===== config.mk =====
export PLATFORM = sky130hd
export DESIGN_NAME = pipe_ctrl
export DESIGN_NICKNAME = d
export VERILOG_FILES = /design/src/rtl/pipe_ctrl.sv
export SDC_FILE = /design/constraint.sdc
export NUM_CORES = 1
export LEC_CHECK = 0
export ABC_AREA = 0
export BUFFER_PORTS_ARGS = -buffer_cell sky130_fd_sc_hd__buf_2
export CORE_UTILIZATION = 31
export CTS_CLUSTER_DIAMETER = 120
export DETAILED_ROUTE_END_ITERATION = 8
export HOLD_SLACK_MARGIN = 0.03
export PLACE_DENSITY = 0.62
export SETUP_SLACK_MARGIN = 0.05
export SLEW_MARGIN = 10
export SYNTH_ARGS = -nofsm -noshare
export SYNTH_HDL_FRONTEND = slang
export SYNTH_SLANG_ARGS = --single-unit
export TNS_END_PERCENT = 30

===== constraint.sdc =====
create_clock -name clk -period 5.2 [get_ports clk]
set_input_delay 0.26 -clock clk [delete_from_list [all_inputs] [get_ports clk]]
set_output_delay 0.26 -clock clk [all_outputs]
set_load 0.005 [all_outputs]

===== src/rtl/pipe_ctrl.sv =====
`default_nettype none
// +--------------------------------------------------------------------------+
// | Module      : pipe_ctrl                                                  |
// | Description : Central pipeline sequencer for the 5-stage core. Detects   |
// |               ID/EX load-use hazards, sequences the shared fixed-latency |
// |               iterative divider on behalf of EX, drives the per-stage    |
// |               stall vector and flush pulse, and keeps a saturating       |
// |               stall-cycle counter for performance monitoring.            |
// | Revision    : 1.0 - initial release                                      |
// +--------------------------------------------------------------------------+
// | Parameters                                                               |
// |   DIV_LAT : cycles from div_start to a valid divider result (>= 2)       |
// |   CNT_W   : width of the stall-cycle counter                             |
// | Ports                                                                    |
// |   clk                  rising-edge clock                                 |
// |   rst                  synchronous, active-high reset                    |
// |   id_reg1_read_i/addr  ID source operand 1 read enable / register        |
// |   id_reg2_read_i/addr  ID source operand 2 read enable / register        |
// |   ex_is_load_i         EX instruction is a load                          |
// |   ex_wd_i / ex_wreg_i  EX destination register / write enable            |
// |   ex_div_req_i         EX holds a div/divu needing the divider           |
// |   ex_div_signed_i      1 = div, 0 = divu                                 |
// |   flush_req_i          exception/redirect: kill in-flight work           |
// |   div_start_o          1-cycle pulse: divider latches operands           |
// |   div_signed_o         signedness captured at div_start                  |
// |   div_cancel_o         1-cycle pulse: divider aborts                     |
// |   div_done_o           1-cycle pulse: EX captures divider result         |
// |   stall_o[5:0]         [0]PC [1]IF [2]ID [3]EX [4]MEM [5]WB; 1 = hold    |
// |   flush_o              clear all pipeline registers this cycle           |
// |   stall_cycles_o       cycles with stall != 0, saturating                |
// +--------------------------------------------------------------------------+
module pipe_ctrl #(
  parameter int DIV_LAT = 32,
  parameter int CNT_W   = 16
) (
  input  logic             clk,
  input  logic             rst,
  input  logic             id_reg1_read_i,
  input  logic [4:0]       id_reg1_addr_i,
  input  logic             id_reg2_read_i,
  input  logic [4:0]       id_reg2_addr_i,
  input  logic             ex_is_load_i,
  input  logic [4:0]       ex_wd_i,
  input  logic             ex_wreg_i,
  input  logic             ex_div_req_i,
  input  logic             ex_div_signed_i,
  input  logic             flush_req_i,
  output logic             div_start_o,
  output logic             div_signed_o,
  output logic             div_cancel_o,
  output logic             div_done_o,
  output logic [5:0]       stall_o,
  output logic             flush_o,
  output logic [CNT_W-1:0] stall_cycles_o
);

  // Countdown only ever holds DIV_LAT-1 down to 1, so clog2 bits suffice.
  localparam int            CW       = (DIV_LAT > 2) ? $clog2(DIV_LAT) : 1;
  localparam logic [CW-1:0] CNT_LOAD = CW'(DIV_LAT - 1);
  localparam logic [5:0]    STALL_DIV = 6'b001111;
  localparam logic [5:0]    STALL_LU  = 6'b000111;

  typedef enum logic [1:0] {
    IDLE = 2'd0,
    BUSY = 2'd1,
    DONE = 2'd2
  } state_t;

  state_t           state_q, state_d;
  logic [CW-1:0]    cnt_q, cnt_d;
  logic             div_signed_q, div_signed_d;
  logic [CNT_W-1:0] stall_cycles_q, stall_cycles_d;
  // High for the first cycle after reset; all outputs stay quiet then.
  logic             first_q;

  logic             active;
  logic             hazard;
  logic             start;
  logic [5:0]       stall;
  logic             flush;

  // --------------------------------------------------------------------------
  // State registers
  // --------------------------------------------------------------------------
  always_ff @(posedge clk) begin
    if (rst) begin
      state_q        <= IDLE;
      cnt_q          <= '0;
      div_signed_q   <= 1'b0;
      stall_cycles_q <= '0;
      first_q        <= 1'b1;
    end else begin
      state_q        <= state_d;
      cnt_q          <= cnt_d;
      div_signed_q   <= div_signed_d;
      stall_cycles_q <= stall_cycles_d;
      first_q        <= 1'b0;
    end
  end

  // --------------------------------------------------------------------------
  // Next-state and output logic
  // --------------------------------------------------------------------------
  always_comb begin
    state_d        = state_q;
    cnt_d          = cnt_q;
    div_signed_d   = div_signed_q;
    stall_cycles_d = stall_cycles_q;
    stall          = 6'b000000;
    flush          = 1'b0;
    start          = 1'b0;
    div_cancel_o   = 1'b0;
    div_done_o     = 1'b0;

    // Gating on rst as well as first_q keeps the combinational outputs at
    // zero while reset is asserted, whatever the sideband inputs are doing.
    active = !rst && !first_q;

    // $0 is hardwired to zero, so it can never carry a load-use dependence.
    hazard = ex_is_load_i && ex_wreg_i && (ex_wd_i != 5'd0) &&
             ((id_reg1_read_i && (id_reg1_addr_i == ex_wd_i)) ||
              (id_reg2_read_i && (id_reg2_addr_i == ex_wd_i)));

    if (active) begin
      if (flush_req_i) begin
        flush = 1'b1;
        if (state_q != IDLE) begin
          div_cancel_o = 1'b1;
          state_d      = IDLE;
        end
      end else begin
        case (state_q)
          IDLE: begin
            if (ex_div_req_i) begin
              start        = 1'b1;
              div_signed_d = ex_div_signed_i;
              cnt_d        = CNT_LOAD;
              state_d      = BUSY;
            end
          end
          BUSY: begin
            // Leaving when the decremented count hits zero places DONE
            // exactly DIV_LAT cycles after the start pulse.
            cnt_d = cnt_q - CW'(1);
            if (cnt_d == '0) begin
              state_d = DONE;
            end
          end
          DONE: begin
            div_done_o = 1'b1;
            state_d    = IDLE;
          end
          default: begin
            state_d = IDLE;
          end
        endcase

        if (start || (state_q == BUSY)) begin
          stall = STALL_DIV;
        end else if (state_q == DONE) begin
          // EX must advance to take the result, so nothing is held here.
          stall = 6'b000000;
        end else if (hazard) begin
          stall = STALL_LU;
        end
      end
    end

    if ((stall != 6'b000000) && !flush && (stall_cycles_q != {CNT_W{1'b1}})) begin
      stall_cycles_d = stall_cycles_q + CNT_W'(1);
    end
  end

  assign div_start_o    = start;
  assign div_signed_o   = div_signed_q;
  assign stall_o        = stall;
  assign flush_o        = flush;
  assign stall_cycles_o = stall_cycles_q;

endmodule
`default_nettype wire


==> metrics.cfg, run 1 <==
[routing]
first_pass_iters=8
vias=1435
viasPerCell=5.22
drt_iter0_markers=115
drt-total-wl_mm=3.38
ant_nets=0
drc_errors=6
wl_per_cell_um=12.3

[logic_synthesis]
synth_top_area_frac=0.340
async_flop_share=0
synth.distinct_cells=38
yosysTopAreaCell=dfxtp_1
synth_commonest_cells=25 x dfxtp_1, 16 x a21oi_1, 13 x nor2_1
synth_area_mm2=0.00147
yosysMostFrequentCell=dfxtp_1
syn_avg_cell_area_um2=8.10
ys_warn_count=0
ys_seq_area_frac=0.340
synth_area_leaders=dfxtp_1 34%, xnor2_1 6.5%, a21oi_1 5.4%, or3_1 3.4%, nor2_1 3.3%
synth-edff-count=0
ys_seq_elements=25
synth_cells=182
ys.flop_type=dfxtp_1

[power_and_ir_drop]
swShare=0.241
p_sw_uw=85.9
sequentialPowerShare=0.554
combPwrFrac=0.123
power_frac_clock=0.323
peakVddDrop_mv=0.0750
leakage_uw=0.000683
powerDensity_mw_per_mm2=202
internal_power_uw=270

[setup_path]
critPathBufInv=3
path_max_fanout=32
reg2reg_from=first_q$_DFF_P_
ff2ff_setup_slack_ns=3.11
crit_chain=buf_2, nor3_1, nand4_1, a21oi_1, a21oi_4, inv_1, buf_2
arrival_ns=1.87
slowest_stage=a21oi_4
critPathKind=in -> out
critPathTopFamily=buffers and inverters
startpoint_type=primary input
r2r_end=stall_cycles_o[13]$_SDFFE_PP0P_
cp.required_ns=4.94
cp-end-kind=primary output
critPathMaxStageDelay_ns=0.45
reg2reg_depth=5
critPathMostFrequentCell=buf_2

[clock_network]
clk_path_buf_depth=2
htree_levels=1
clk-insertion-delay-late_ns=0.27
tritoncts.num_buffers=3
path_clk_slew_ns=0.08
cts_hold_buf=0
post_cts_buffers=0
ctsRootBufferMaster=clkbuf_8
clock-sinks=25
cts_tree=yes
ctsResizeCount=0

[grt]
grt_overflow=0
grt_start_max_net_pins=33
track_usage=0.139
grt_pass1_wl_mm=5.73
antenna_found_initial=0
grt_pass1_vias=1343

[placed_design]
placed_cells=271
globalplace.congestion=0.738
dp_hpwl_mm=2.53
port_buffers=48
post_dp_cell_area_mm2=0.00172

[final_layout]
final_util=0.393
syn_to_final_growth_pct=19.4
antenna_cells=0
stdcell_area_mm2=0.00176
nets=251
final_cell_count_no_fill=275
drive_gt1_frac=0.265

[hold_path]
hp-start=ex_div_signed_i
hold_class=in -> reg
hold_depth=3
min_to=div_signed_o$_SDFFE_PP0P_

[die]
die_h_um=71.0
placementRows=24
start_util=0.329
core_area_mm2=0.00447
die_w_um=71.0
ioPinCount=51
die_area_mm2=0.00503

[sta]
setup-tns-final_ns=0
hold_viol=0
rsz0062_at_grt=false
slew_headroom=0.635
setup_viol=0
drv_slew=0
layout_min_cycle_time_ns=2.13
clock.fmax_mhz=469
finClkSkew_ns=0.00512
finalCritPeriodShare=0.410
worstMarginPinSlew_ns=0.547

[run_status]
violations=DRC
status=finished, violations left

[flow_run]
drv_cap=0

## registers in the layout, summed over array words and instances, names as in the netlist
name	flops
state_q	2
first_q	1
stall_cycles_o	16
cnt_q	5
div_signed_o	1
## kinds of logic after synthesis
| logic type | count (synthesis) | share of synthesized area |
|---|---|---|
| buffers and inverters | 19 | 0.0637 |
| muxes | 5 | 0.0373 |
| DFF | 25 | 0.340 |
| xor gates and xnor gates | 12 | 0.0713 |
| adders and majority gates | 3 | 0.0255 |
| and+or+nand+nor | 79 | 0.300 |
| other | 1 | 0.00254 |
| AOI/OAI and AO/OA | 38 | 0.160 |
## cell type report
class / count / area [um2]
clock buffers: 4 / 45.0
multi-input cells: 139 / 883
flip-flops and latches: 25 / 500
inverters: 7 / 26.3
well taps: 52 / 65.1
repair buffers: 48 / 240
fillers: 466 / 2710
## per-layer routing
| layer | track usage | share of wire |
|---|---|---|
| met1 | 0.179 | 0.48 |
| met5 | 0 | 0 |
| met4 | 0.0467 | 0.014 |
| met2 | 0.239 | 0.46 |
| met3 | 0.0171 | 0.049 |
## power by group through the flow
stage                     registers [uW]  clock network [uW]  logic, uW
after floorplan                      201                   0       29.2
after global placement               202                   0       43.5
after detailed placement             202                   0       44.2
after CTS                            197                 119       44.3
after global routing                 198                 128       49.1
final                                197                 115       43.8
## cell usage in the layout, fill, tap and decap left out, types with 2 or more instances in the layout
| cell | synthesis | routed |
|---|---|---|
| nand3_1 | 9 | 9 |
| nor2b_1 | 5 | 5 |
| dfxtp_1 | 25 | 25 |
| or4_1 | 3 | 3 |
| nand2b_1 | 3 | 3 |
| and3_1 | 4 | 4 |
| buf_2 | 0 | 48 |
| nand2_1 | 11 | 11 |
| nor4_1 | 2 | 2 |
| inv_1 | 7 | 7 |
| xnor2_1 | 11 | 11 |
| a311oi_1 | 2 | 2 |
| a211oi_1 | 5 | 5 |
| o21ai_0 | 8 | 8 |
| nor2_1 | 13 | 13 |
| nor3b_1 | 2 | 2 |
| nor3_1 | 7 | 7 |
| conb_1 | 1 | 2 |
| mux2_2 | 4 | 4 |
| ha_1 | 3 | 3 |
| nand4_1 | 7 | 7 |
| o31ai_1 | 3 | 3 |
| clkbuf_8 | 0 | 3 |
| a21oi_1 | 16 | 16 |
| or3_1 | 8 | 8 |
## per-stage QoR
step / hold WS (ns) / total power (uW) / setup slack, ns
3_3_place_gp: 0.481 / 245 / 2.91
3_5_place_dp: 0.476 / 246 / 2.84
6_report: 0.234 / 356 / 3.07
4_1_cts: 0.240 / 361 / 3.03
5_1_grt: 0.274 / 375 / 2.82
2_1_floorplan: 0.288 / 230 / 3.32
## worst max-delay path by stage
stage / from / end / slack (ns) / depth (start not counted)
final: rst / stall_o[0] / 3.07 / 7
after global routing: rst / stall_o[2] / 2.82 / 7
after CTS: rst / stall_o[0] / 3.03 / 7
after detailed placement: rst / stall_cycles_o[15]$_SDFFE_PP0P_ / 2.84 / 6
after global placement: rst / stall_cycles_o[15]$_SDFFE_PP0P_ / 2.91 / 6
after floorplan: first_q$_DFF_P_ / stall_cycles_o[15]$_SDFFE_PP0P_ / 3.32 / 5
## tightest hold or removal path, cell delays in order
cell and delay (ns):
buf_2 0.07, mux2i_1 0.06, nor2_1 0.08
Note: power is estimated with default switching activity, not from simulation.
==> run 2, diff against run 1 <==
Settings changed: PLACE_DENSITY 0.62 to 0.64.
Clock period 5.2 ns to 1.82 ns, I/O delays scaled along.
==> run 2 against run 1 <==
The run still ends with DRC left; register-to-register slack worse by 3.1 ns; first-iteration DRC count is 29% lower; sequential share of layout area is 4.1 points lower; global-route usage is 1.4 points higher; wire length is 8.6% higher; critical path type is now reg -> reg.
==> metrics.cfg, run 2 (synthesized netlist as in run 1, its figures left out) <==
[sta]
clock.fmax_mhz=558
finalCritPeriodShare=0.984
hold_viol=0  ; unchanged
drv_slew=0  ; unchanged
timing.hold.ws_ns=0.0599  ; -0.174 ns
rsz0062_at_grt=true
finClkSkew_ns=0.00258  ; -0.00253 ns
layout_min_cycle_time_ns=1.79
setup_viol=0  ; unchanged

[flow_run]
drv_cap=0  ; unchanged

[routing]
viasPerCell=5.15  ; -1.3%
drt-total-wl_mm=3.67  ; +8.6%
vias=1551  ; +8.1%
wl_per_cell_um=12.2  ; -0.74%
drc_errors=10  ; +4
drt_iter0_markers=82  ; -29%
ant_nets=0  ; unchanged
first_pass_iters=6  ; -2

[final_layout]
nFillCells=436  ; -6.4%
layout_commonest_cell=buf_2
syn_to_final_growth_pct=40.8
largest_reg_flops=16  ; unchanged
final_cell_mix=45 x buf_2, 22 x buf_4, 21 x dfxtp_1
nets=277  ; +10%
antenna_cells=0  ; unchanged
final_cell_count_no_fill=301  ; +9.5%
drive_gt1_frac=0.398  ; +0.133

[power_and_ir_drop]
leakage_uw=0.000860  ; +26%
peakVddDrop_mv=0.451  ; +500%
powerDensity_mw_per_mm2=506  ; +150%
power_uw=1050  ; +190%

[die]
die_w_um=71.0  ; unchanged
start_util=0.329  ; unchanged
placementRows=24  ; unchanged
core_area_mm2=0.00447  ; unchanged
die_h_um=71.0  ; unchanged
die_area_mm2=0.00503  ; unchanged
ioPinCount=51  ; unchanged

[setup_path]
arrival_ns=2.01  ; +0.14 ns
path_max_fanout=5  ; -84%
cp.required_ns=2.04  ; -2.90 ns
critPathKind=reg -> reg
startpoint_type=flop
cp-end-kind=flop

[grt]
track_usage=0.152  ; +0.0138
grt_overflow=0  ; unchanged
grt_start_max_net_pins=31  ; -6.1%
grt_pass1_vias=1420  ; +5.7%
grt_pass1_wl_mm=6.17  ; +7.7%
antenna_found_initial=0  ; unchanged

[placed_design]
placed_cells=292  ; +7.7%
port_buffers=48  ; unchanged
dp_hpwl_mm=2.65  ; +5.1%
globalplace.congestion=0.770  ; +4.3%

[clock_network]
cts_hold_buf=0  ; unchanged
htree_levels=1  ; unchanged
cts_tree=yes
ctsRootBufferMaster=clkbuf_8
tritoncts.num_buffers=3  ; unchanged
clock-sinks=25  ; unchanged
path_clk_slew_ns=0.09  ; about the same
clk-insertion-delay-late_ns=0.27  ; about the same
clk_path_buf_depth=2  ; unchanged

[run_status]
status=finished, violations left
violations=DRC

[hold_path]
hold_class=in -> reg

run 2: cell types whose count changed in the layout (fill, tap and decap cells not counted), sizes merged:
cell	change
buf	+26
run 2: per-layer routing:
layer,track usage,part of all wire,vias to the layer above
met1,0.179,0.45,713
met3,0.0385,0.064,4
li1,-,-,785
met2,0.278,0.48,49
met4,0.0356,0.0079,0
met5,0,0,-
run 2: stage by stage:
| stage | TNS (ns) | worst slack (ns) | cell area, um2 | utilization |
|---|---|---|---|---|
| 3_3_place_gp | 0 | 0.0295 | 1890 | 0.423 |
| 4_1_cts | -0.0695 | -0.0307 | 2040 | 0.457 |
| 3_5_place_dp | -0.613 | -0.0788 | 1890 | 0.423 |
| 2_1_floorplan | 0 | 0.0262 | 1500 | - |
| 6_report | 0 | 0.0293 | 2080 | 0.464 |
| 5_1_grt | -0.128 | -0.0367 | 2080 | 0.464 |
run 2: cell type report:
class	count	area, um2	area share
inverters	7	28.8	0.0139
clock buffers	4	45.0	0.0217
multi-input cells	139	962	0.464
repair buffers	74	469	0.226
flip-flops and latches	25	505	0.244
well taps	52	65.1	0.0313
run 2: final timing paths:
| path | from | endpoint | slack (ns) | depth (start not counted) |
|---|---|---|---|---|
| worst max register to register | first_q$_DFF_P_ | stall_cycles_o[12]$_SDFFE_PP0P_ | 0.03 | 6 |
| worst max-delay path | first_q$_DFF_P_ | stall_cycles_o[12]$_SDFFE_PP0P_ | 0.03 | 6 |
| worst min register to register | cnt_q[4]$_SDFFE_PP0P_ | cnt_q[4]$_SDFFE_PP0P_ | 0.49 | 1 |
| worst min-delay path | ex_div_signed_i | div_signed_o$_SDFFE_PP0P_ | 0.06 | 3 |
run 2: power by group:
group          internal [uW]  switching, uW  total (uW)
Clock                    157            180         337
Sequential               555           8.06         563
Combinational           76.1           73.2         149
Total                    789            261        1050
run 2: critical path, cell delays in order, from the launching register on:
cell and delay, ns:
dfxtp_2 0.35, or3_4 0.35, nor3_4 0.17, a21oi_4 0.08, buf_6 0.15, or4_1 0.51, a21oi_2 0.12
run 2: timing repair:
action	in CTS	in global routing
cloned	0	0
setup buffers	4	1
gates resized for setup	17	8
pin swaps	8	3
setup endpoints to repair	17	17
